[src/rtl/ram_byte_packer_if.sv]
// Byte-stream handshake between an 8-bit producer (master) and the packer (slave).
interface ram_byte_packer_if;
  logic [7:0] in_data;
  logic       in_valid;
  logic       in_ready;

  modport master (output in_data, output in_valid, input in_ready);
  modport slave  (input in_data, input in_valid, output in_ready);
endinterface

[src/rtl/ram_byte_packer.sv]
// Packs an 8-bit byte stream little-endian into 32-bit words and drives the
// command buffer's 32-bit write port with per-byte write enables.
module ram_byte_packer #(
  parameter int ADDR_W    = 9,
  parameter int BASE_ADDR = 0,
  parameter int MAX_BYTES = 2048
) (
  input  logic              clk,
  input  logic              rst_n,
  input  logic              start,
  input  logic              flush,
  ram_byte_packer_if.slave  stream,
  output logic [ADDR_W-1:0] addr_a,
  output logic [31:0]       wd_a,
  output logic [3:0]        wen_a,
  output logic [11:0]       byte_count,
  output logic              busy,
  output logic              full,
  output logic              done
);

  typedef enum logic [1:0] {
    ST_IDLE  = 2'd0,
    ST_FILL  = 2'd1,
    ST_FLUSH = 2'd2,
    ST_DONE  = 2'd3
  } state_t;

  localparam logic [ADDR_W-1:0] BASE_W = ADDR_W'(BASE_ADDR);
  localparam logic [11:0]       MAX_W  = 12'(MAX_BYTES);

  state_t            state_r, state_nxt_s;
  logic [31:0]       hold_r, hold_nxt_s, merged_s;
  logic [3:0]        mask_r, mask_nxt_s, mask_merged_s;
  logic [1:0]        lane_r, lane_nxt_s;
  logic [ADDR_W-1:0] word_ptr_r, word_ptr_nxt_s;
  logic              accept_s, write_s;
  logic [ADDR_W-1:0] addr_nxt_s;
  logic [31:0]       wd_nxt_s;
  logic [3:0]        wen_nxt_s;
  logic [11:0]       count_nxt_s;
  logic              full_nxt_s;

  assign stream.in_ready = (state_r == ST_FILL) && !full;

  // Byte merge, write decision and next-state for FSM and datapath.
  always_comb begin
    accept_s       = stream.in_valid && stream.in_ready && !start;
    merged_s       = hold_r;
    mask_merged_s  = mask_r;
    state_nxt_s    = state_r;
    hold_nxt_s     = hold_r;
    mask_nxt_s     = mask_r;
    lane_nxt_s     = lane_r;
    word_ptr_nxt_s = word_ptr_r;
    addr_nxt_s     = addr_a;
    wd_nxt_s       = wd_a;
    wen_nxt_s      = 4'b0000;
    count_nxt_s    = byte_count;
    full_nxt_s     = full;

    if (accept_s) begin
      merged_s[{lane_r, 3'b000} +: 8] = stream.in_data;
      mask_merged_s = mask_r | (4'b0001 << lane_r);
    end else begin
      merged_s      = hold_r;
      mask_merged_s = mask_r;
    end

    // A word is written when lane 3 lands, or when Flush finds a partial word.
    write_s = !start && (state_r == ST_FILL) &&
              ((accept_s && (lane_r == 2'd3)) || (flush && (mask_merged_s != 4'b0000)));

    if (start) begin
      state_nxt_s    = ST_FILL;
      hold_nxt_s     = 32'h0000_0000;
      mask_nxt_s     = 4'b0000;
      lane_nxt_s     = 2'd0;
      word_ptr_nxt_s = BASE_W;
      count_nxt_s    = 12'd0;
      full_nxt_s     = 1'b0;
    end else begin
      case (state_r)
        ST_FILL: begin
          if (accept_s) begin
            hold_nxt_s  = merged_s;
            mask_nxt_s  = mask_merged_s;
            lane_nxt_s  = lane_r + 2'd1;
            count_nxt_s = byte_count + 12'd1;
            full_nxt_s  = ((byte_count + 12'd1) == MAX_W);
          end else begin
            hold_nxt_s  = hold_r;
            mask_nxt_s  = mask_r;
          end
          if (write_s) begin
            addr_nxt_s     = word_ptr_r;
            wd_nxt_s       = merged_s;
            wen_nxt_s      = mask_merged_s;
            hold_nxt_s     = 32'h0000_0000;
            mask_nxt_s     = 4'b0000;
            word_ptr_nxt_s = word_ptr_r + {{(ADDR_W-1){1'b0}}, 1'b1};
          end else begin
            wen_nxt_s      = 4'b0000;
          end
          if (flush) begin
            state_nxt_s = ST_FLUSH;
          end else begin
            state_nxt_s = ST_FILL;
          end
        end
        ST_FLUSH: state_nxt_s = ST_DONE;
        ST_DONE:  state_nxt_s = ST_IDLE;
        ST_IDLE:  state_nxt_s = ST_IDLE;
        default:  state_nxt_s = ST_IDLE;
      endcase
    end
  end

  // FSM state register.
  always_ff @(posedge clk or negedge rst_n) begin
    if (!rst_n) begin
      state_r <= ST_IDLE;
    end else begin
      state_r <= state_nxt_s;
    end
  end

  // Datapath and registered outputs; Busy/Done track the state being entered.
  always_ff @(posedge clk or negedge rst_n) begin
    if (!rst_n) begin
      hold_r     <= 32'h0000_0000;
      mask_r     <= 4'b0000;
      lane_r     <= 2'd0;
      word_ptr_r <= BASE_W;
      addr_a     <= BASE_W;
      wd_a       <= 32'h0000_0000;
      wen_a      <= 4'b0000;
      byte_count <= 12'd0;
      full       <= 1'b0;
      busy       <= 1'b0;
      done       <= 1'b0;
    end else begin
      hold_r     <= hold_nxt_s;
      mask_r     <= mask_nxt_s;
      lane_r     <= lane_nxt_s;
      word_ptr_r <= word_ptr_nxt_s;
      addr_a     <= addr_nxt_s;
      wd_a       <= wd_nxt_s;
      wen_a      <= wen_nxt_s;
      byte_count <= count_nxt_s;
      full       <= full_nxt_s;
      busy       <= (state_nxt_s != ST_IDLE);
      done       <= (state_nxt_s == ST_DONE);
    end
  end

endmodule

[src/flat_wrapper.sv]
// flat-port wrapper written by rule: the top's interface ports become plain ports
module ram_byte_packer_flat 
#(
  parameter int ADDR_W    = 9,
  parameter int BASE_ADDR = 0,
  parameter int MAX_BYTES = 2048
)
  (clk, rst_n, start, flush, addr_a, wd_a, wen_a, byte_count, busy, full, done, stream_in_data, stream_in_valid, stream_in_ready);
  ram_byte_packer_if stream_i ();
  input  logic clk;
  input  logic rst_n;
  input  logic start;
  input  logic flush;
  output logic [ADDR_W-1:0] addr_a;
  output logic [31:0] wd_a;
  output logic [3:0] wen_a;
  output logic [11:0] byte_count;
  output logic busy;
  output logic full;
  output logic done;
  input wire logic [$bits(stream_i.in_data)-1:0] stream_in_data;
  input wire logic [$bits(stream_i.in_valid)-1:0] stream_in_valid;
  output wire logic [$bits(stream_i.in_ready)-1:0] stream_in_ready;
  assign stream_i.in_data = stream_in_data;
  assign stream_i.in_valid = stream_in_valid;
  assign stream_in_ready = stream_i.in_ready;
  ram_byte_packer #(.ADDR_W(ADDR_W), .BASE_ADDR(BASE_ADDR), .MAX_BYTES(MAX_BYTES)) u_core (.clk(clk), .rst_n(rst_n), .start(start), .flush(flush), .stream(stream_i), .addr_a(addr_a), .wd_a(wd_a), .wen_a(wen_a), .byte_count(byte_count), .busy(busy), .full(full), .done(done));
endmodule
[config.mk]
export PLATFORM = sky130hd
export DESIGN_NAME = ram_byte_packer_flat
export DESIGN_NICKNAME = d
export VERILOG_FILES = /design/src/rtl/ram_byte_packer_if.sv /design/src/rtl/ram_byte_packer.sv /design/src/flat_wrapper.sv
export SDC_FILE = /design/constraint.sdc
export NUM_CORES = 1
export LEC_CHECK = 0
export ABC_AREA = 1
export CAP_MARGIN = 20
export CORE_MARGIN = 8
export CORE_UTILIZATION = 56
export DETAILED_ROUTE_END_ITERATION = 7
export DONT_BUFFER_PORTS = 1
export PLACE_DENSITY = 0.71
export SYNTH_ARGS = -nofsm -noshare
export SYNTH_HDL_FRONTEND = slang
export SYNTH_SLANG_ARGS = --single-unit
[constraint.sdc]
create_clock -name clk -period 6.3 [get_ports clk]
set_input_delay 0.63 -clock clk [delete_from_list [all_inputs] [get_ports clk]]
set_output_delay 0.63 -clock clk [all_outputs]
set_load 0.01 [all_outputs]
# --- After elaboration in Yosys (flattened, before gate mapping) ---
# Index checks and enable logic that the tools add are counted.
op_classes:
  add_sub_neg: 4
  n_bitwise: 2
  eq_ne: 6
  shifts: 3
  reduce_logical: 22
  n_mux: 29
ops:
  columns: ["operator", "n"]
  rows:
  - ["$mux 32", 5]
  - ["$mux 12", 3]
  - ["$bwmux 32", 1]
  - ["$mux 4", 8]
  - ["$shift 8x7->32 const A", 1]
  - ["$shiftx 8x7->32", 1]
  - ["$mux 9", 3]
  - ["$add 12x1->12 const B", 1]
  - ["$eq 12x12->1 const B", 1]
  - ["$mux 2", 5]
  - ["$add 9x1->9 const B", 1]
  - ["$eq 2x2->1 const B", 4]
  - ["$reduce_bool 2->1", 4]
  - ["$logic_and 1x1->1", 7]
  - ["$neg 5->7", 1]
  - ["$pmux 2 s3", 1]
  - ["$reduce_and 2->1", 3]
  - ["$or 4x4->4", 1]
  - ["$reduce_bool 4->1", 1]
  - ["$shl 1x2->4 const A", 1]
  - ["$mux 1", 3]
  - ["$reduce_and 3->1", 1]
  - ["$reduce_bool 3->1", 1]
  - ["$add 2x1->2 const B", 1]
  - ["other kinds (6)", 7]
totals:
  register_bits: 109
  word_cells: 78
  inputBits: 13

# --- Depth between registers and ports, before layout ---
depth:
  ltp_word: 12
  mapped_depth: 14
  depth_no_buf: 12

# --- Least setup slack after synthesis ---
# Ideal clock, no wire load.
synth_timing:
  path_kind: "register to register"
  startpoint: "reg u_core.lane_r[0]"
  endpoint: "reg u_core.wd_a[23]"
  stages_incl_launch_ff: 10
  required_time_ns: 6.170
  arrival_time_ns: 1.835
  path_buffers: 1
  synth_period_minus_slack_ns: 1.966
  setup_time_ns: 0.130
  setup_slack_ns: 4.334
  cell_sequence: "dfrtp_1 -> inv_1 -> ha_1 -> inv_1 -> nor2_1 -> inv_1 -> clkbuf_1 -> nor3_1 -> mux2i_1 -> o21ai_1"
synth_between:
  elab_chain_len: 8
  word_cells_on_any_way: 15
  cone_classes: "1 x add/sub; 1 x eq/ne; 3 x shift; 3 x mux; 1 x bitwise; 6 x reduce/logical"
synth_lines:
  columns: ["element", "line", "rtl"]
  rows:
  - ["start: declaration", "ram_byte_packer.sv:35", "logic [1:0] lane_r, lane_nxt_s;"]
  - ["start signal: assignment", "ram_byte_packer.sv:145", "lane_r <= lane_nxt_s;"]
  - ["parallel branches: the longest is 8 deep, another holds $neg 5->7", null, null]
  - ["end signal: assignment", "ram_byte_packer.sv:148", "wd_a <= wd_nxt_s;"]
  - ["end: declaration", "ram_byte_packer.sv:14", "output logic [31:0] wd_a,"]
# Several ways; the timed one is not identified.
# A chain may end at the register's enable or synchronous reset.

# --- Final worst setup path ---
layout_timing:
  startpoint: "reg u_core.lane_r[0]"
  endpoint: "reg u_core.hold_r[18]"
layout_between:
  elab_chain_len: 10
  word_cells_on_any_way: 20
  cone_classes: "1 x add/sub; 1 x eq/ne; 3 x shift; 7 x mux; 1 x bitwise; 7 x reduce/logical"
layout_lines:
  columns: ["element", "line", "rtl"]
  rows:
  - ["parallel branches: the longest is 10 deep, another holds $neg 5->7", null, null]
  - ["end signal: assignment", "ram_byte_packer.sv:143", "hold_r <= hold_nxt_s;"]
  - ["end: declaration", "ram_byte_packer.sv:33", "logic [31:0] hold_r, hold_nxt_s, merged_s;"]
# Several ways; the timed one is not identified. The select of a mux whose other input is x is not followed.

==> results summary <==
The flow ran to the end, and the final reports show no timing, DRC or antenna violations. The tool flagged a number of max-cap violations equal to 0. The final RePlAce weighted congestion is 0.840. For the final database, setup skew stands at 0.0107 ns. The via total after detailed routing is 3385.

The total setup violations reported at the end of the flow is 0. The tree built by TritonCTS fans out to 109 sinks. The worst min-delay path category is primary input to async pin. The required time at the endpoint of the critical path is 6.57 ns. The most critical setup path has its startpoint at u_core.lane_r[0]$_DFFE_PN0P_. Summed over all layers, the global routing overflow is 0. Together, buffers and inverters on the worst path number 1. In the layout the commonest cells are dfrtp_1 (109), nand2_1 (80), nor2_1 (55), inv_1 (52), o21ai_1 (30). The internal cell power is 0.940 mW. The post-placement setup slack came out at 2.52 ns. TritonCTS built the clock tree.

After detailed routing, the number of remaining DRC violations is 0. The met1 wire length came out at 4.58 mm. The via count of the first global-routing pass is 3281. The number of fill cells in the layout came out at 732. The final critical-path setup slack is 2.51 ns. After synthesis the cells add up to 0.00501 mm². The count of TritonRoute iterations in the first routing pass is 4. Power spread over the standard cell area amounts to 248 mW/mm². The routed design uses 697 µm of met3 wire. The cell row count came out at 34.

The buffer depth of the longest clock path is 2. The library cell used most frequently in the layout, excluding fill and tap cells, is dfrtp_1. The share of final-layout standard cells stronger than drive strength 1 came out at 9.04%. The net count of the finished layout is 539.

Per report_power, the sequential group accounts for 58.4% of the total. In this design, the stage delay of the slowest critical-path cell is 0.84 ns. The worst-case reg-to-reg path depth is 11. The detail route stage leaves a number of antenna-violating nets equal to 0. The count of buffers added on input and output ports is 0. The worst reg-to-reg setup slack came out at 2.51 ns. The maximum fanout along the worst path came out at 96. The overall die area came out at 0.0122 mm². The count of inserted antenna diode cells is 0. The placed cell count is 611.

74 I/O pins were placed. The top achievable clock speed is 264 MHz. The final non-filler cell total came out at 628. The post-cts repair resize count is 0.

In this run, CTS created clock tree buffers numbering 9. The synthesized netlist net count came out at 547. VDD sags by at most 0.143 mV. The share of the Yosys chip area taken by registers is 54.4%.

Once the clock tree was built, the setup fixing pass inserted 0 buffers. The total wire length came out at 9.93 mm. The cell leakage power is 2.55 nW.

The final count of hold timing violations is 0. The setup path with the least slack is of type register to register. The source-to-sink clock delay at the later pin of the worst-skew pair is 0.36 ns.

The routed length per placed instance came out at 15.8 µm. Summed over all nets, the switching power comes to 0.351 mW. The number of different library cells used by synthesis comes to 31.

In this run the critical register-to-register path is captured at u_core.hold_r[18]$_DFFE_PN0P_. Setup repair after global routing left no endpoint under its margin. The worst setup path is captured at a register. The routed length on met2 came out at 4.56 mm. The worst hold slack across all endpoints is 0.183 ns. The signal on the critical path passes through inv_1 > ha_1 > nand4_1 > nand2_1 > nor2_1 > nand2_1 > nand2_2 > nand2_4 > nand2_4 > nand2_2 > nor2_1. The start of the worst register-to-register path is u_core.lane_r[0]$_DFFE_PN0P_.

The switching portion of total power came out at 27.2%. For this run, the number of Yosys warnings is 0. Per report_power, the combinational group accounts for 9.0% of the total. The max-slew violation count was 0. In this run the top signal layer used is met4. The area added between synthesis and finish is 3.90%.

The relative contribution of the clock network to total power came out at 32.6%. The clock period minus final worst setup slack is 3.79 ns. On the critical path the largest part of the delay comes from simple AND/OR/NAND/NOR gates.

The slowest stage of the critical path belongs to the cell dfrtp_1. The DRC marker count from the first detailed-route iteration came out at 188. The tree is rooted in a clkbuf_8. After clock tree synthesis, the clock-pin slew on the worst setup and hold paths is 0.10 ns. The effective utilization at floorplan came out at 57.5%. The total power of the final layout is 1.29 mW. In this run the mean area of a mapped cell was 9.58 µm².

The first global-routing pass estimated 16.7 mm of wire. The total of hold buffers inserted after clock tree synthesis is 1. The die boundary width is 111 µm. The final critical path takes up 60.2% of the cycle. The overall die height came out at 111 µm. The headroom to the max-slew limit came out at 34.4%. The flip-flop and latch count after synthesis is 109. STA classifies the critical path startpoint as a register. The via count normalized by instance count is 5.39. The core region is 0.00872 mm².

The transition time of the tightest slew-check pin is 0.984 ns. The data arrival at the endpoint of the critical path is 4.06 ns. The number of antenna violations at the first check in global routing came out at 0. The number of H-tree branching levels came out at 3. The sum of negative setup slack came out at 0 ns.

The wire-length estimate of the detail-placed layout is 6.98 mm. Across every metal layer, demand over resource in global routing totals 16.4%. The synthesized instance count is 523. The maximum number of pins on one net before global-route repair came out at 110.
## final cells by class
cell class | count | area, µm² | area share (%)
clock buffers | 9 | 124 | 2.38
inverters | 55 | 206 | 3.97
well taps | 108 | 135 | 2.60
repair buffers | 1 | 27.5 | 0.529
flip-flops and latches | 109 | 2730 | 52.4
clock inverters | 7 | 72.6 | 1.39
multi-input cells | 339 | 1910 | 36.7
## per-layer routing
| layer | vias up | GRT usage (%) |
|---|---|---|
| li1 | 1697 | - |
| met1 | 1601 | 21.9 |
| met2 | 80 | 24.6 |
| met3 | 7 | 5.52 |
| met4 | 0 | 5.05 |
| met5 | - | 0 |
## power groups by stage
stage / registers [mW] / clock network [mW] / logic [mW]
after floorplan: 0.759 / 0 / 0.0943
after global placement: 0.768 / 0 / 0.101
after detailed placement: 0.769 / 0 / 0.102
after CTS: 0.755 / 0.431 / 0.118
after global routing: 0.759 / 0.458 / 0.134
final: 0.754 / 0.421 / 0.117
## worst max path at each step
| stage | end | slack [ns] | cells past startpoint |
|---|---|---|---|
| detailed placement | u_core.hold_r[18]$_DFFE_PN0P_ | 2.52 | 11 |
| global placement | u_core.hold_r[27]$_DFFE_PN0P_ | 2.70 | 11 |
| global route | u_core.hold_r[18]$_DFFE_PN0P_ | 2.02 | 11 |
| floorplan | u_core.wd_a[23]$_DFFE_PN0P_ | 4.33 | 9 |
| CTS | u_core.hold_r[18]$_DFFE_PN0P_ | 2.50 | 11 |
| finish | u_core.hold_r[18]$_DFFE_PN0P_ | 2.51 | 11 |
## metrics by stage
step,util [%],area [µm²]
after floorplan,-,5010
after global placement,57.1,4980
after detailed placement,57.1,4980
after CTS,59.7,5210
after global routing,59.7,5210
final,59.7,5210
## cells in the mapped netlist (all sizes together)
cell,n,area [µm²]
a21oi,1,5.00
xor2,11,96.3
nand3b,1,7.51
o22ai,5,31.3
nand2,93,392
nor2,58,244
ha,11,138
or2,1,6.26
o211ai,1,7.51
nand3,26,130
nor3,28,140
nand4,12,90.1
dfrtp,109,2730
inv,54,203
clkinv,1,3.75
clkbuf,6,22.5
o31ai,5,37.5
mux2i,24,240
buf,14,141
o21ai,62,348
## sequential cells by signal, summed over array words and instances, names as in the netlist
signal,flops
u_core.hold_r,32
u_core.wd_a,32
u_core.byte_count,12
u_core.addr_a,9
u_core.word_ptr_r,9
u_core.mask_r,4
u_core.wen_a,4
u_core.lane_r,2
u_core.state_r,2
u_core.busy,1
u_core.done,1
u_core.full,1
## cell families after synthesis
kind of cell,after synthesis,synth area share [%]
xor gates and xnor gates,11,1.92
buffers and inverters,75,7.39
adders and majority gates,11,2.75
AOI/OAI and AO/OA,74,8.56
DFF,109,54.4
muxes,24,4.79
and+or+nand+nor,219,20.2
(Power assumes the default switching activity.)
